$ cat config.mk
export PLATFORM = sky130hd
export DESIGN_NAME = ifetch_queue
export DESIGN_NICKNAME = d
export VERILOG_FILES = /design/src/rtl/ifq_pkg.sv /design/src/rtl/ifq_fifo.sv /design/src/rtl/ifetch_queue.sv
export SDC_FILE = /design/constraint.sdc
export NUM_CORES = 1
export LEC_CHECK = 0
export CAP_MARGIN = 15
export CORE_ASPECT_RATIO = 0.75
export CORE_MARGIN = 1.5
export CORE_UTILIZATION = 41
export DETAILED_ROUTE_END_ITERATION = 10
export DONT_BUFFER_PORTS = 1
export PLACE_DENSITY_LB_ADDON = 0.3
export SLEW_MARGIN = 20
export SYNTH_ARGS = -nofsm -noshare
export SYNTH_HDL_FRONTEND = slang
export SYNTH_SLANG_ARGS = --single-unit
export TNS_END_PERCENT = 50
$ cat constraint.sdc
create_clock -name clk -period 5.8 [get_ports clk]
set_clock_uncertainty 0.1 [all_clocks]
set_input_delay 1.16 -clock clk [delete_from_list [all_inputs] [get_ports clk]]
set_output_delay 1.16 -clock clk [all_outputs]
set_load 0.02 [all_outputs]
$ cat src/rtl/ifq_pkg.sv
// Shared widths, queue entry type and sizing helper for the instruction-fetch queue.
package ifq_pkg;

    localparam int unsigned IFQ_ADDR_W = 11;
    localparam int unsigned IFQ_DATA_W = 32;

    typedef struct packed {
        logic [IFQ_ADDR_W-1:0] pc;
        logic [IFQ_DATA_W-1:0] ir;
    } ifq_entry_t;

    // Width needed to hold an occupancy count of 0..depth inclusive.
    function automatic int unsigned ifq_cnt_w(input int unsigned depth);
        return $clog2(depth + 1);
    endfunction

endpackage

$ cat src/rtl/ifq_fifo.sv
// Circular FIFO of fetch-queue entries with synchronous flush; head is read combinationally.
module ifq_fifo
    import ifq_pkg::*;
#(
    parameter int unsigned DEPTH   = 4,
    parameter type         entry_t = ifq_entry_t,
    localparam int unsigned CntW   = ifq_cnt_w(DEPTH)
) (
    input  logic            clk_i,
    input  logic            rst_ni,
    input  logic            flush_i,
    input  logic            push_i,
    input  entry_t          data_i,
    input  logic            pop_i,
    output entry_t          head_o,
    output logic [CntW-1:0] count_o,
    output logic            empty_o
);

    localparam int unsigned PtrW = (DEPTH > 1) ? $clog2(DEPTH) : 1;

    entry_t          mem_q [DEPTH];
    logic [PtrW-1:0] wr_ptr_q, wr_ptr_d;
    logic [PtrW-1:0] rd_ptr_q, rd_ptr_d;
    logic [CntW-1:0] count_q, count_d;
    logic            full;
    logic            do_push;
    logic            do_pop;

    function automatic logic [PtrW-1:0] ptr_inc(input logic [PtrW-1:0] p);
        return (p == PtrW'(DEPTH - 1)) ? '0 : p + 1'b1;
    endfunction

    assign empty_o = (count_q == '0);
    assign full    = (count_q == CntW'(DEPTH));
    assign head_o  = mem_q[rd_ptr_q];
    assign count_o = count_q;

    // A full queue may still accept a push when the head leaves in the same cycle.
    assign do_pop  = pop_i & ~empty_o;
    assign do_push = push_i & (~full | do_pop);

    always_comb begin
        wr_ptr_d = wr_ptr_q;
        rd_ptr_d = rd_ptr_q;
        count_d  = count_q;
        if (flush_i) begin
            wr_ptr_d = '0;
            rd_ptr_d = '0;
            count_d  = '0;
        end else begin
            if (do_push) wr_ptr_d = ptr_inc(wr_ptr_q);
            if (do_pop)  rd_ptr_d = ptr_inc(rd_ptr_q);
            case ({do_push, do_pop})
                2'b10:   count_d = count_q + 1'b1;
                2'b01:   count_d = count_q - 1'b1;
                default: count_d = count_q;
            endcase
        end
    end

    always_ff @(posedge clk_i) begin
        if (!rst_ni) begin
            for (int i = 0; i < int'(DEPTH); i++) mem_q[i] <= '0;
            wr_ptr_q <= '0;
            rd_ptr_q <= '0;
            count_q  <= '0;
        end else begin
            if (do_push && !flush_i) mem_q[wr_ptr_q] <= data_i;
            wr_ptr_q <= wr_ptr_d;
            rd_ptr_q <= rd_ptr_d;
            count_q  <= count_d;
        end
    end

    overflow_a: assert property (@(posedge clk_i) disable iff (!rst_ni)
        !(push_i && full && !pop_i));

endmodule

$ cat src/rtl/ifetch_queue.sv
// Instruction-fetch front end: drives a 1-cycle-latency RAM and queues words for decode.
// Define IFQ_BYPASS_EN to forward a returning word straight to decode when the queue is empty.
module ifetch_queue
    import ifq_pkg::*;
#(
    parameter int unsigned ADDR_W   = IFQ_ADDR_W,
    parameter int unsigned DATA_W   = IFQ_DATA_W,
    parameter int unsigned DEPTH    = 4,
    parameter int unsigned RESET_PC = 0
) (
    input  logic              clk,
    input  logic              rst_n,
    output logic [ADDR_W-1:0] im_addr,
    output logic              im_oen,
    input  logic [DATA_W-1:0] im_q,
    input  logic              redirect_valid,
    input  logic [ADDR_W-1:0] redirect_addr,
    output logic              ir_valid,
    output logic [DATA_W-1:0] ir,
    output logic [ADDR_W-1:0] ir_pc,
    input  logic              id_ready
);

    localparam int unsigned CntW = ifq_cnt_w(DEPTH);

    typedef struct packed {
        logic [ADDR_W-1:0] pc;
        logic [DATA_W-1:0] ir;
    } entry_t;

    logic [ADDR_W-1:0] fetch_pc_q, fetch_pc_d;
    logic [ADDR_W-1:0] req_pc_q, req_pc_d;
    logic              inflight_q, inflight_d;

    entry_t            head;
    entry_t            resp;
    logic [CntW-1:0]   count;
    logic [CntW:0]     occupancy;
    logic              fifo_empty;
    logic              fifo_push;
    logic              fifo_pop;
    logic              resp_valid;
    logic              bypass;
    logic              pop;
    logic              issue;

    assign im_oen     = ~rst_n;
    assign im_addr    = redirect_valid ? redirect_addr : fetch_pc_q;
    assign resp_valid = inflight_q & ~redirect_valid;
    assign resp       = '{pc: req_pc_q, ir: im_q};

`ifdef IFQ_BYPASS_EN
    assign bypass = fifo_empty & resp_valid;
`else
    assign bypass = 1'b0;
`endif

    always_comb begin
        ir_valid  = rst_n & (~fifo_empty | bypass);
        ir        = bypass ? im_q : head.ir;
        ir_pc     = bypass ? req_pc_q : head.pc;
        pop       = ir_valid & id_ready & ~redirect_valid;
        fifo_pop  = pop & ~bypass;
        // A bypassed word that decode takes immediately never enters the queue.
        fifo_push = resp_valid & ~(bypass & pop);
        // Slots committed next cycle: queued words plus the one in flight, minus this pop.
        occupancy = (CntW + 1)'(count) + (CntW + 1)'(inflight_q) - (CntW + 1)'(pop);
        issue     = redirect_valid | (occupancy < (CntW + 1)'(DEPTH));
    end

    always_comb begin
        inflight_d = issue;
        fetch_pc_d = issue ? im_addr + 1'b1 : fetch_pc_q;
        req_pc_d   = issue ? im_addr : req_pc_q;
    end

    always_ff @(posedge clk) begin
        if (!rst_n) begin
            fetch_pc_q <= ADDR_W'(RESET_PC);
            req_pc_q   <= '0;
            inflight_q <= 1'b0;
        end else begin
            fetch_pc_q <= fetch_pc_d;
            req_pc_q   <= req_pc_d;
            inflight_q <= inflight_d;
        end
    end

    ifq_fifo #(
        .DEPTH   (DEPTH),
        .entry_t (entry_t)
    ) u_fifo (
        .clk_i   (clk),
        .rst_ni  (rst_n),
        .flush_i (redirect_valid),
        .push_i  (fifo_push),
        .data_i  (resp),
        .pop_i   (fifo_pop),
        .head_o  (head),
        .count_o (count),
        .empty_o (fifo_empty)
    );

endmodule
# ---- After elaboration in Yosys (flattened, before gate mapping)
# Memory sizes are Yosys's and may differ from the RTL's. A register that Yosys moved wholly into a read port is not among the register bits.
# Index checks and enable logic that the tools add are counted.
dict set report op_classes {
  magnitude_cmp 1
  n_eq_ne 5
  bitwise_logic 12
  addsub 7
  muxes 13
  reduce_logical 6
}
# op n
set op_table {}
lappend op_table {{43-bit 2-to-1 mux} 1}
lappend op_table {{43-bit OR reduction} 1}
lappend op_table {{11-bit by 1-bit adder with 11-bit output (second input constant)} 1}
lappend op_table {{11-bit 2-to-1 mux} 1}
lappend op_table {{2-bit 2-to-1 mux} 5}
lappend op_table {{1-bit AND} 6}
lappend op_table {{2-bit equality test (second input constant)} 3}
lappend op_table {{3-bit one-hot mux with 2 select lines} 1}
lappend op_table {{1-bit 2-to-1 mux} 5}
lappend op_table {{2-bit by 1-bit adder with 2-bit output (second input constant)} 2}
lappend op_table {{3-bit by 1-bit adder with 4-bit output} 1}
lappend op_table {{4-bit by 3-bit less-than comparator with 1-bit output (second input constant)} 1}
lappend op_table {{1-bit inverter} 4}
lappend op_table {{4-bit by 1-bit subtractor with 4-bit output} 1}
lappend op_table {{3-bit by 1-bit adder with 3-bit output (second input constant)} 1}
lappend op_table {{3-bit equality test (second input constant)} 1}
lappend op_table {{3-bit zero test} 1}
lappend op_table {{3-bit by 1-bit subtractor with 3-bit output (second input constant)} 1}
lappend op_table {{2-bit by 1-bit equality test with 1-bit output (second input constant)} 1}
lappend op_table {{1-bit OR} 2}
lappend op_table {{2-bit nonzero test} 1}
lappend op_table {{2-bit OR reduction} 1}
lappend op_table {{1-bit logical AND} 1}
lappend op_table {{1-bit zero test} 1}
dict set report word_totals {
  word_cells 51
  regBits 30
  n_memories 1
  ram_bits 172
  out_inout_bits 56
}
# memory depth width read_ports rd_clocked_by_memory_dff wr line_no
set memory_table {}
lappend memory_table {u_fifo.mem_q 4 43 1 1 4 ifq_fifo.sv:22} ;# entry_t mem_q [DEPTH];

# ---- Longest topological paths before layout
# Gate-level depths: netlist (run 1).
dict set report depth {
  depth_word 14
  depth_mapped 12
  ltp_nobuf 10
}

# ---- By module
# A second synthesis (run 1) with hierarchy kept.
dict set report hier_totals {
  cells_unflattened 632
  hier_area_um2 9415.3
}
# mod seq_area_each_um2 area_per_inst_um2 n_inst cells_per_inst
set by_module_without_submodules {}
lappend by_module_without_submodules {ifq_fifo 5345.1 8036.5 1 475}
lappend by_module_without_submodules {ifetch_queue 460.4 1378.8 1 157}

# ---- Worst setup path after synthesis (run 1)
# OpenSTA, ideal clock, no wires.
dict set report synth_timing {
  path_kind {input to register}
  startpoint {in redirect_valid}
  endpoint {mem u_fifo.mem_q[2][0] (netlist bit), enable pin}
  path_slack_ps 428
  path_stages 3
  setup_time_ps 503
  arrival_ps 4769
  n_path_buf 0
  cell_sequence {nand3b_2 a31o_2 o21ai_0}
}
# element line_no
set synth_lines {}
lappend synth_lines {{from (decl)} ifetch_queue.sv:16} ;# input logic redirect_valid,
lappend synth_lines {{to (decl)} ifq_fifo.sv:22}

# ---- Final worst setup path (run 1)
dict set report layout_timing {
  startpoint {in rst_n}
  endpoint {out ir_valid}
}
dict set report layout_between {
  elab_chain_len 1
}
# element line_no
set layout_rtl {}
lappend layout_rtl {{from (decl)} ifetch_queue.sv:12} ;# input logic rst_n,
lappend layout_rtl {{1-bit AND} ifetch_queue.sv:59} ;# ir_valid = rst_n & (~fifo_empty | bypass);
lappend layout_rtl {{to (decl)} ifetch_queue.sv:18} ;# output logic ir_valid,
# Every way passes these cells.

==> results.txt, run 1 <==
clock sink count = 204
final hold violations = 0
leading area contributor after synthesis = edfxtp_1
Total Wirelength = 20100 µm
setup slack, reg-to-reg = 2.72 ns
final hold slack = 0.394 ns
largest cells by area after synthesis = edfxtp_1 (56%), mux4_2 (11%), and2_1 (8.8%)
Final ANT Viol Nets = 0
PortBufs = 0
slowest CP cell = nor2_1
MaxCap Viol Count = 0
Post-synth EDFFs = 172
leakage = 3.83 nW
antenna fix cells = 0
TritonCTS buffer count = 22
synth cell count leaders = edfxtp_1 (172), and2_1 (129), and3_1 (44)
clock root cell = clkbuf_16
Synth Area in Simple Gates = 16.8%
RR Endpoint = fetch_pc_q[6]
CTS tree = built
multiplexer share of the synthesized area = 13.0%
Worst Path Buf+Inv = 1
Die H = 133 µm
Rows = 47
Max clock buf depth = 3
Util after Layout = 46.2%
Netlist cell types = 48
mapped cell area = 0.00920 mm²
most common flop cell mapped by yosys = edfxtp_1
Iteration-0 DRC Markers = 412
Synth Area in Compound Gates = 2.62%
HP Class = register to register
status = finished, final reports clean
placed cell areas = 0.00950 mm²
fin crit share = 62.1%
Worst-path clk slew = 0.06 ns
FILL cells = 1923
Hold Startpoint = fetch_pc_q[10]
post-CTS sizing = 0
hold path depth = 2
final instance area = 0.0102 mm²
first-pass GRT wire length = 31300 µm
Cells after Synth = 633
Setup Buffers After CTS = 0
Pre-Repair DR Iteration Count = 4
measured slew at the worst slew-check pin = 1.03 ns
Worst Setup End Kind = output port
crit-path cells = clkinv_1, nor2_1
wire per inst = 21.5 µm
area occupied by multi-input gates = 0.00321 mm²
count leader, synth = edfxtp_1
hold-critical path endpoint = fetch_pc_q[10]
reg2reg start = u_fifo.count_o[2]
Syn Area/Cell = 14.5 µm²
initial antenna violation count = 0
drt drc = 0
Post-Syn Nets = 687
Die X = 176 µm
placeable core area = 0.0221 mm²
# nets final = 680
dpl hpwl = 12100 µm
gr ovfl total = 0
xor/xnor share of the synthesized area = 1.14%
share of the synthesized area in the top cell type = 56.1%
Seq/Total Area, Yosys = 63.1%
Ys Warns = 0
CP arrival = 2.34 ns
cell depth of the worst flop-to-flop path = 11
Peak supply drop = 0.212 mV
register area = 0.00581 mm²
die area = 0.0234 mm²
via count = 5163
Crit path required time = 4.54 ns
RSZ-0062 raised after global routing = no
Rel. slew slack = 30.9%
Adder-Cell Fraction of Synth Area = 1.03%
crit path kind = primary input to output port
final setup violation count = 0
Synth Register Bits = 204
Ports = 103
power per cell area = 316 mW/mm²
area grow syn2layout = 10.7%
vias in the first global route = 5379
global placer's final weighted congestion = 0.791
largest family of logic cells by synthesized area = simple AND/OR/NAND/NOR gates
clock latency at the later pin of the worst-skew pair = 0.49 ns
share of cells above drive strength 1 = 15.7%
Async SR Flop Fraction = 0%
Initial Utilization = 41.7%
gr usage total = 17.4%
family with the most delay on the worst path = simple AND/OR/NAND/NOR gates
fin. max-slew vios = 0
# hold bufs at CTS = 0
fmax = 278 MHz
Sum Neg Setup Slack = 0 ns
Vias/cell = 5.52
Crit Path Max Fanout = 61
largest net degree at the start of global routing = 62
crit start category = primary input
H-tree levels = 1
min cycle time layout = 3.60 ns
CP peak stage delay = 0.60 ns
registers in the layout, indices dropped and copies added (netlist names), named ones only:
signal / cells
u_fifo.mem_q: 172
fetch_pc_q: 11
req_pc_q: 11
u_fifo.count_o: 3
u_fifo.rd_ptr_q: 2
u_fifo.wr_ptr_q: 2
inflight_q: 1
placed cells by master (no fill, tap or decap), types with 10 or more instances in the layout:
cell       Yosys  final
and2_1       129    129
and3_1        44     44
clkbuf_16      0     23
dfxtp_1       32     30
edfxtp_1     172    172
inv_1         11     11
mux2i_1       16     16
mux4_2        43     43
nand2_1       17     17
nand3_1       10     10
nor2_1        26     26
worst max path at each step:
stage               cells after the start             endpoint           start
finish                                  2             ir_valid           rst_n
global route                            2             ir_valid           rst_n
CTS                                     2             ir_valid           rst_n
detailed placement                      7  u_fifo.mem_q[1][11]  redirect_valid
global placement                        7  u_fifo.mem_q[1][40]  redirect_valid
floorplan                               3   u_fifo.mem_q[2][0]  redirect_valid
metrics by stage:
stage	worst slack, ns	cells	power (mW)
global placement	1.91	896	1.91
global route	2.08	936	3.33
CTS	2.22	936	3.24
floorplan	0.428	633	1.87
finish	2.20	936	3.22
detailed placement	1.87	896	1.92
metal layers:
layer  routed length (µm)  vias to the layer above  GRT usage, %
met1                 8720                     2640          23.8
met5                    0                        -             0
met4                  262                        0          2.90
met3                 1540                       27          5.20
li1                     -                     2343             -
met2                 9570                      153          28.1
report_power, final:
part           leakage, nW  total, mW  switching (mW)  internal (mW)
sequential            2.05       1.69          0.0320           1.66
combinational         1.45      0.198           0.132         0.0657
clock                0.334       1.33           0.550          0.783
cells by family after synthesis:
logic type	Yosys count
mux	65
fa+ha+maj	7
xor+xnor	12
simple gates	258
buf+inv	52
compound gates	35
flops	204
area by class of cell:
cell class                      instances  area share, %
Clock buffer                           31           6.04
Clock inverter                          9          0.676
Inverter                               12          0.442
Multi-Input combinational cell        377           31.5
Sequential cell                       204           57.0
Tap cell                              294           3.61
Timing Repair Buffer                    9          0.663
Power figures use the tool's default switching activity.
==> run 2, diff against run 1 <==
ABC_AREA = 1   (was unset)
clock period = 3.25 ns   (was 5.8 ns; I/O delays follow)
==> results.txt, run 2 <==
multiplexer share of the synthesized area = 0%
clock latency at the later pin of the worst-skew pair = 0.50 ns
PortBufs = 0
CTS tree = built
Iteration-0 DRC Markers = 514
reg2reg start = u_fifo.count_o[0]
min cycle time layout = 3.10 ns
Worst-path clk slew = 0.06 ns
Util after Layout = 48.0%
fmax = 322 MHz
leakage = 4.43 nW
final setup violation count = 0
antenna fix cells = 0
crit-path cells = buf_4, o21ai_0, o22ai_1, buf_4
Max clock buf depth = 3
CP dominant cell by count = buf_4
power per cell area = 548 mW/mm²
Pre-Repair DR Iteration Count = 5
post-CTS sizing = 0
Crit path required time = 2.50 ns
share of cells above drive strength 1 = 12.8%
placeable core area = 0.0222 mm²
hold path depth = 2
Internal = 4.44 mW
status = finished, final reports clean
Ports = 103
FILL cells = 2043
Total Wirelength = 22400 µm
Synth Area in Compound Gates = 10.3%
CP peak stage delay = 0.70 ns
initial antenna violation count = 0
Die H = 134 µm
clock root cell = clkbuf_16
register area = 0.00581 mm²
first-pass GRT wire length = 35500 µm
area grow syn2layout = 14.1%
placed cell areas = 0.00998 mm²
Peak supply drop = 0.329 mV
Ys Warns = 0
setup ws final = 0.145 ns
commonest cells after routing, fill and taps aside = edfxtp_1 (172), nor2_1 (150), inv_1 (119)
Rel. slew slack = 39.3%
synth cell count leaders = edfxtp_1 (172), nor2_1 (150), inv_1 (121)
largest family of logic cells by synthesized area = simple AND/OR/NAND/NOR gates
slowest CP cell = buf_4
global placer's final weighted congestion = 0.796
sequential share of power = 51.9%
TritonCTS buffer count = 22
CP arrival = 2.35 ns
final hold violations = 0
fin. max-slew vios = 0
Synth Register Bits = 204
Tot Pwr = 5.83 mW
setup slack, reg-to-reg = 0.51 ns
xor/xnor share of the synthesized area = 0.376%
MaxCap Viol Count = 0
drt drc = 0
dpl hpwl = 12600 µm
final hold slack = 0.181 ns
Die X = 177 µm
final instance area = 0.0106 mm²
Biggest register = u_fifo.mem_q
H-tree levels = 1
Async SR Flop Fraction = 0%
share of the synthesized area in the top cell type = 55.4%
Final ANT Viol Nets = 0
mapped cell area = 0.00932 mm²
leading area contributor after synthesis = edfxtp_1
wire per inst = 17.4 µm
largest cells by area after synthesis = edfxtp_1 (55%), dfxtp_1 (6.9%), o21ai_0 (6.1%)
RR Endpoint = req_pc_q[9]
clock sink count = 204
Syn Area/Cell = 9.79 µm²
Vias/cell = 5.20
gr ovfl total = 0
die area = 0.0237 mm²
# hold bufs at CTS = 0
Hold Startpoint = rst_n
Setup Buffers After CTS = 0
Netlist cell types = 32
Rows = 47
Clock power frac = 39.7%
family with the most delay on the worst path = buffers and inverters
Worst Setup End Kind = output port
measured slew at the worst slew-check pin = 0.911 ns
count leader, synth = edfxtp_1
cell depth of the worst flop-to-flop path = 14
HP Class = primary input to register
Net Sw Power = 1.39 mW
commonest non-fill, non-tap cell in the layout = edfxtp_1
fin crit share = 95.5%
Crit Path Max Fanout = 86
Synth Area in Simple Gates = 18.1%
vias in the first global route = 6526
crit path kind = register to output port
via count = 6688
Switching Share = 23.8%
# nets final = 1029
area occupied by multi-input gates = 0.00283 mm²
Cells after Synth = 952
Post-Syn Nets = 1006
RSZ-0062 raised after global routing = no
max reg flops = 172
most common flop cell mapped by yosys = edfxtp_1
Seq/Total Area, Yosys = 62.3%
Comb pwr share = 8.4%
hold-critical path endpoint = fetch_pc_q[6]
Adder-Cell Fraction of Synth Area = 1.02%
Post-synth EDFFs = 172
Initial Utilization = 42.1%
largest net degree at the start of global routing = 87
Worst Path Buf+Inv = 2
Post-Place Setup Slack = 0.292 ns
crit start category = register
gr usage total = 19.4%
largest registers = u_fifo.mem_q: 172 flops, fetch_pc_q: 11 flops, req_pc_q: 11 flops
[run 2: layout make-up]
type	count	share of cell area [%]
Sequential cell	204	54.6
Multi-Input combinational cell	563	26.6
Clock buffer	29	5.42
Timing Repair Buffer	61	4.77
Inverter	123	4.35
Tap cell	294	3.46
Clock inverter	11	0.788
[run 2: worst max path at each step]
stage                         end  slack, ns  cells after the start
2_1_floorplan  u_fifo.mem_q[3][0]      -0.50                      8
6_report                   ir[24]       0.15                      4
3_5_place_dp        fetch_pc_q[9]       0.29                     17
3_3_place_gp        fetch_pc_q[6]       0.35                     17
5_1_grt                    ir[26]       0.05                      4
4_1_cts                    ir[24]       0.16                      4
[run 2: kinds of logic after synthesis]
family | after synthesis
simple gates | 373
flops | 204
buf+inv | 185
compound gates | 179
fa+ha+maj | 7
xor+xnor | 4
[run 2: routing by layer]
layer	vias up	part of all wire, %	global-route usage, %
met5	-	0	0
met4	0	1.2	3.06
met3	21	5.2	3.54
met2	138	48	33.3
met1	3236	46	26.0
li1	3293	-	-
[run 2: power by group through the flow]
stage | clock network, mW | registers (mW) | logic, mW
floorplan | 0 | 3.06 | 0.340
global placement | 0 | 3.08 | 0.488
detailed placement | 0 | 3.08 | 0.494
CTS | 2.36 | 3.02 | 0.497
global route | 2.45 | 3.04 | 0.542
finish | 2.31 | 3.02 | 0.489
[run 2: per-stage QoR]
| step | setup TNS (ns) | instances |
|---|---|---|
| floorplan | -21.64 | 952 |
| finish | 0 | 1285 |
| detailed placement | 0 | 1245 |
| global route | 0 | 1285 |
| global placement | 0 | 1245 |
| CTS | 0 | 1285 |
==> run 3, diff against run 2 <==
clock period = 3.97 ns   (was 3.25 ns; I/O delays follow)
==> results.txt, run 3 (synthesis results as in run 2) <==
clock sink count = 204
Rows = 47
Initial Utilization = 42.1%
post-CTS sizing = 0
Total Wirelength = 22200 µm
PortBufs = 0
share of cells above drive strength 1 = 8.68%
Worst-path clk slew = 0.06 ns
final instance area = 0.0103 mm²
initial antenna violation count = 0
placeable core area = 0.0222 mm²
largest registers = u_fifo.mem_q: 172 flops, fetch_pc_q: 11 flops, req_pc_q: 11 flops
largest net degree at the start of global routing = 87
Biggest register = u_fifo.mem_q
status = finished, final reports clean
Die H = 134 µm
clock latency at the later pin of the worst-skew pair = 0.50 ns
antenna fix cells = 0
Die X = 177 µm
drt drc = 0
Peak supply drop = 0.329 mV
crit start category = register
HP Class = primary input to register
dpl hpwl = 13000 µm
Vias/cell = 5.22
final setup violation count = 0
MaxCap Viol Count = 0
clock root cell = clkbuf_16
Crit Path Max Fanout = 20
Sum Neg Setup Slack = 0 ns
vias in the first global route = 6199
Iteration-0 DRC Markers = 519
Inst Count DP = 1201
crit path kind = register to output port
CP arrival = 2.45 ns
Setup Buffers After CTS = 0
commonest non-fill, non-tap cell in the layout = edfxtp_1
final hold violations = 0
commonest cells after routing, fill and taps aside = edfxtp_1 (172), nor2_1 (150), inv_1 (119)
Ports = 103
wire per inst = 18.0 µm
fin. max-slew vios = 0
min cycle time layout = 3.34 ns
gr ovfl total = 0
# nets final = 985
non-filler cells, final = 1239
first-pass GRT wire length = 34900 µm
Crit path required time = 3.08 ns
Max clock buf depth = 3
max reg flops = 172
Worst Setup End Kind = output port
final hold slack = 0.340 ns
CTS tree = built
gr usage total = 19.0%
# hold bufs at CTS = 0
via count = 6463
Rel. slew slack = 43.1%
measured slew at the worst slew-check pin = 0.852 ns
H-tree levels = 1
global placer's final weighted congestion = 0.845
TritonCTS buffer count = 22
Pre-Repair DR Iteration Count = 4
RSZ-0062 raised after global routing = no
power per cell area = 466 mW/mm²
Final ANT Viol Nets = 0
placed cell areas = 0.00965 mm²
fmax = 299 MHz
fin crit share = 84.2%
leakage = 4.22 nW
area grow syn2layout = 10.9%
die area = 0.0237 mm²
-- run 3: final cells by class --
cell class / count / area, µm²
timing repair buffer: 17 / 178
sequential: 204 / 5810
inverter: 123 / 463
tap: 294 / 368
multi-input combinational: 563 / 2830
clock inverter: 9 / 93.8
fill: 2048 / 11800
clock buffer: 29 / 598
-- run 3: worst paths after layout --
kind | start | endpoint | slack (ns) | cells after the start
min | rst_n | fetch_pc_q[6] | 0.34 | 2
min reg2reg | fetch_pc_q[5] | fetch_pc_q[5] | 0.38 | 2
max | register | ir_pc[0] | 0.63 | 3
max reg2reg | u_fifo.count_o[0] | req_pc_q[5] | 1.15 | 15
-- run 3: per-stage QoR --
step | total power, mW | util, % | setup WS, ns
floorplan | 2.78 | - | -1.11
global placement | 2.87 | 43.5 | 0.851
detailed placement | 2.88 | 43.5 | 0.762
CTS | 4.87 | 46.6 | 0.573
global route | 4.99 | 46.6 | 0.515
finish | 4.82 | 46.6 | 0.625
-- run 3: worst max-delay path, cell delays in order (launching register included) --
cell and delay (ns):
dfxtp_1 0.87, buf_4 0.33, o21ai_0 0.11, o22ai_1 0.62
-- run 3: layer usage --
layer | GRT usage (%) | up-vias | part of all wire (%)
met3 | 4.79 | 28 | 6.1
met2 | 29.9 | 138 | 46
li1 | - | 3190 | -
met1 | 26.5 | 3107 | 46
met4 | 3.95 | 0 | 1.7
met5 | 0 | - | 0
-- run 3: power breakdown --
| part | leakage (nW) | internal, mW | total (mW) | switching [mW] |
|---|---|---|---|---|
| combinational | 1.84 | 0.0767 | 0.354 | 0.277 |
| sequential | 2.04 | 2.43 | 2.47 | 0.0434 |
| clock | 0.337 | 1.19 | 1.99 | 0.809 |
| total | 4.22 | 3.69 | 4.82 | 1.13 |
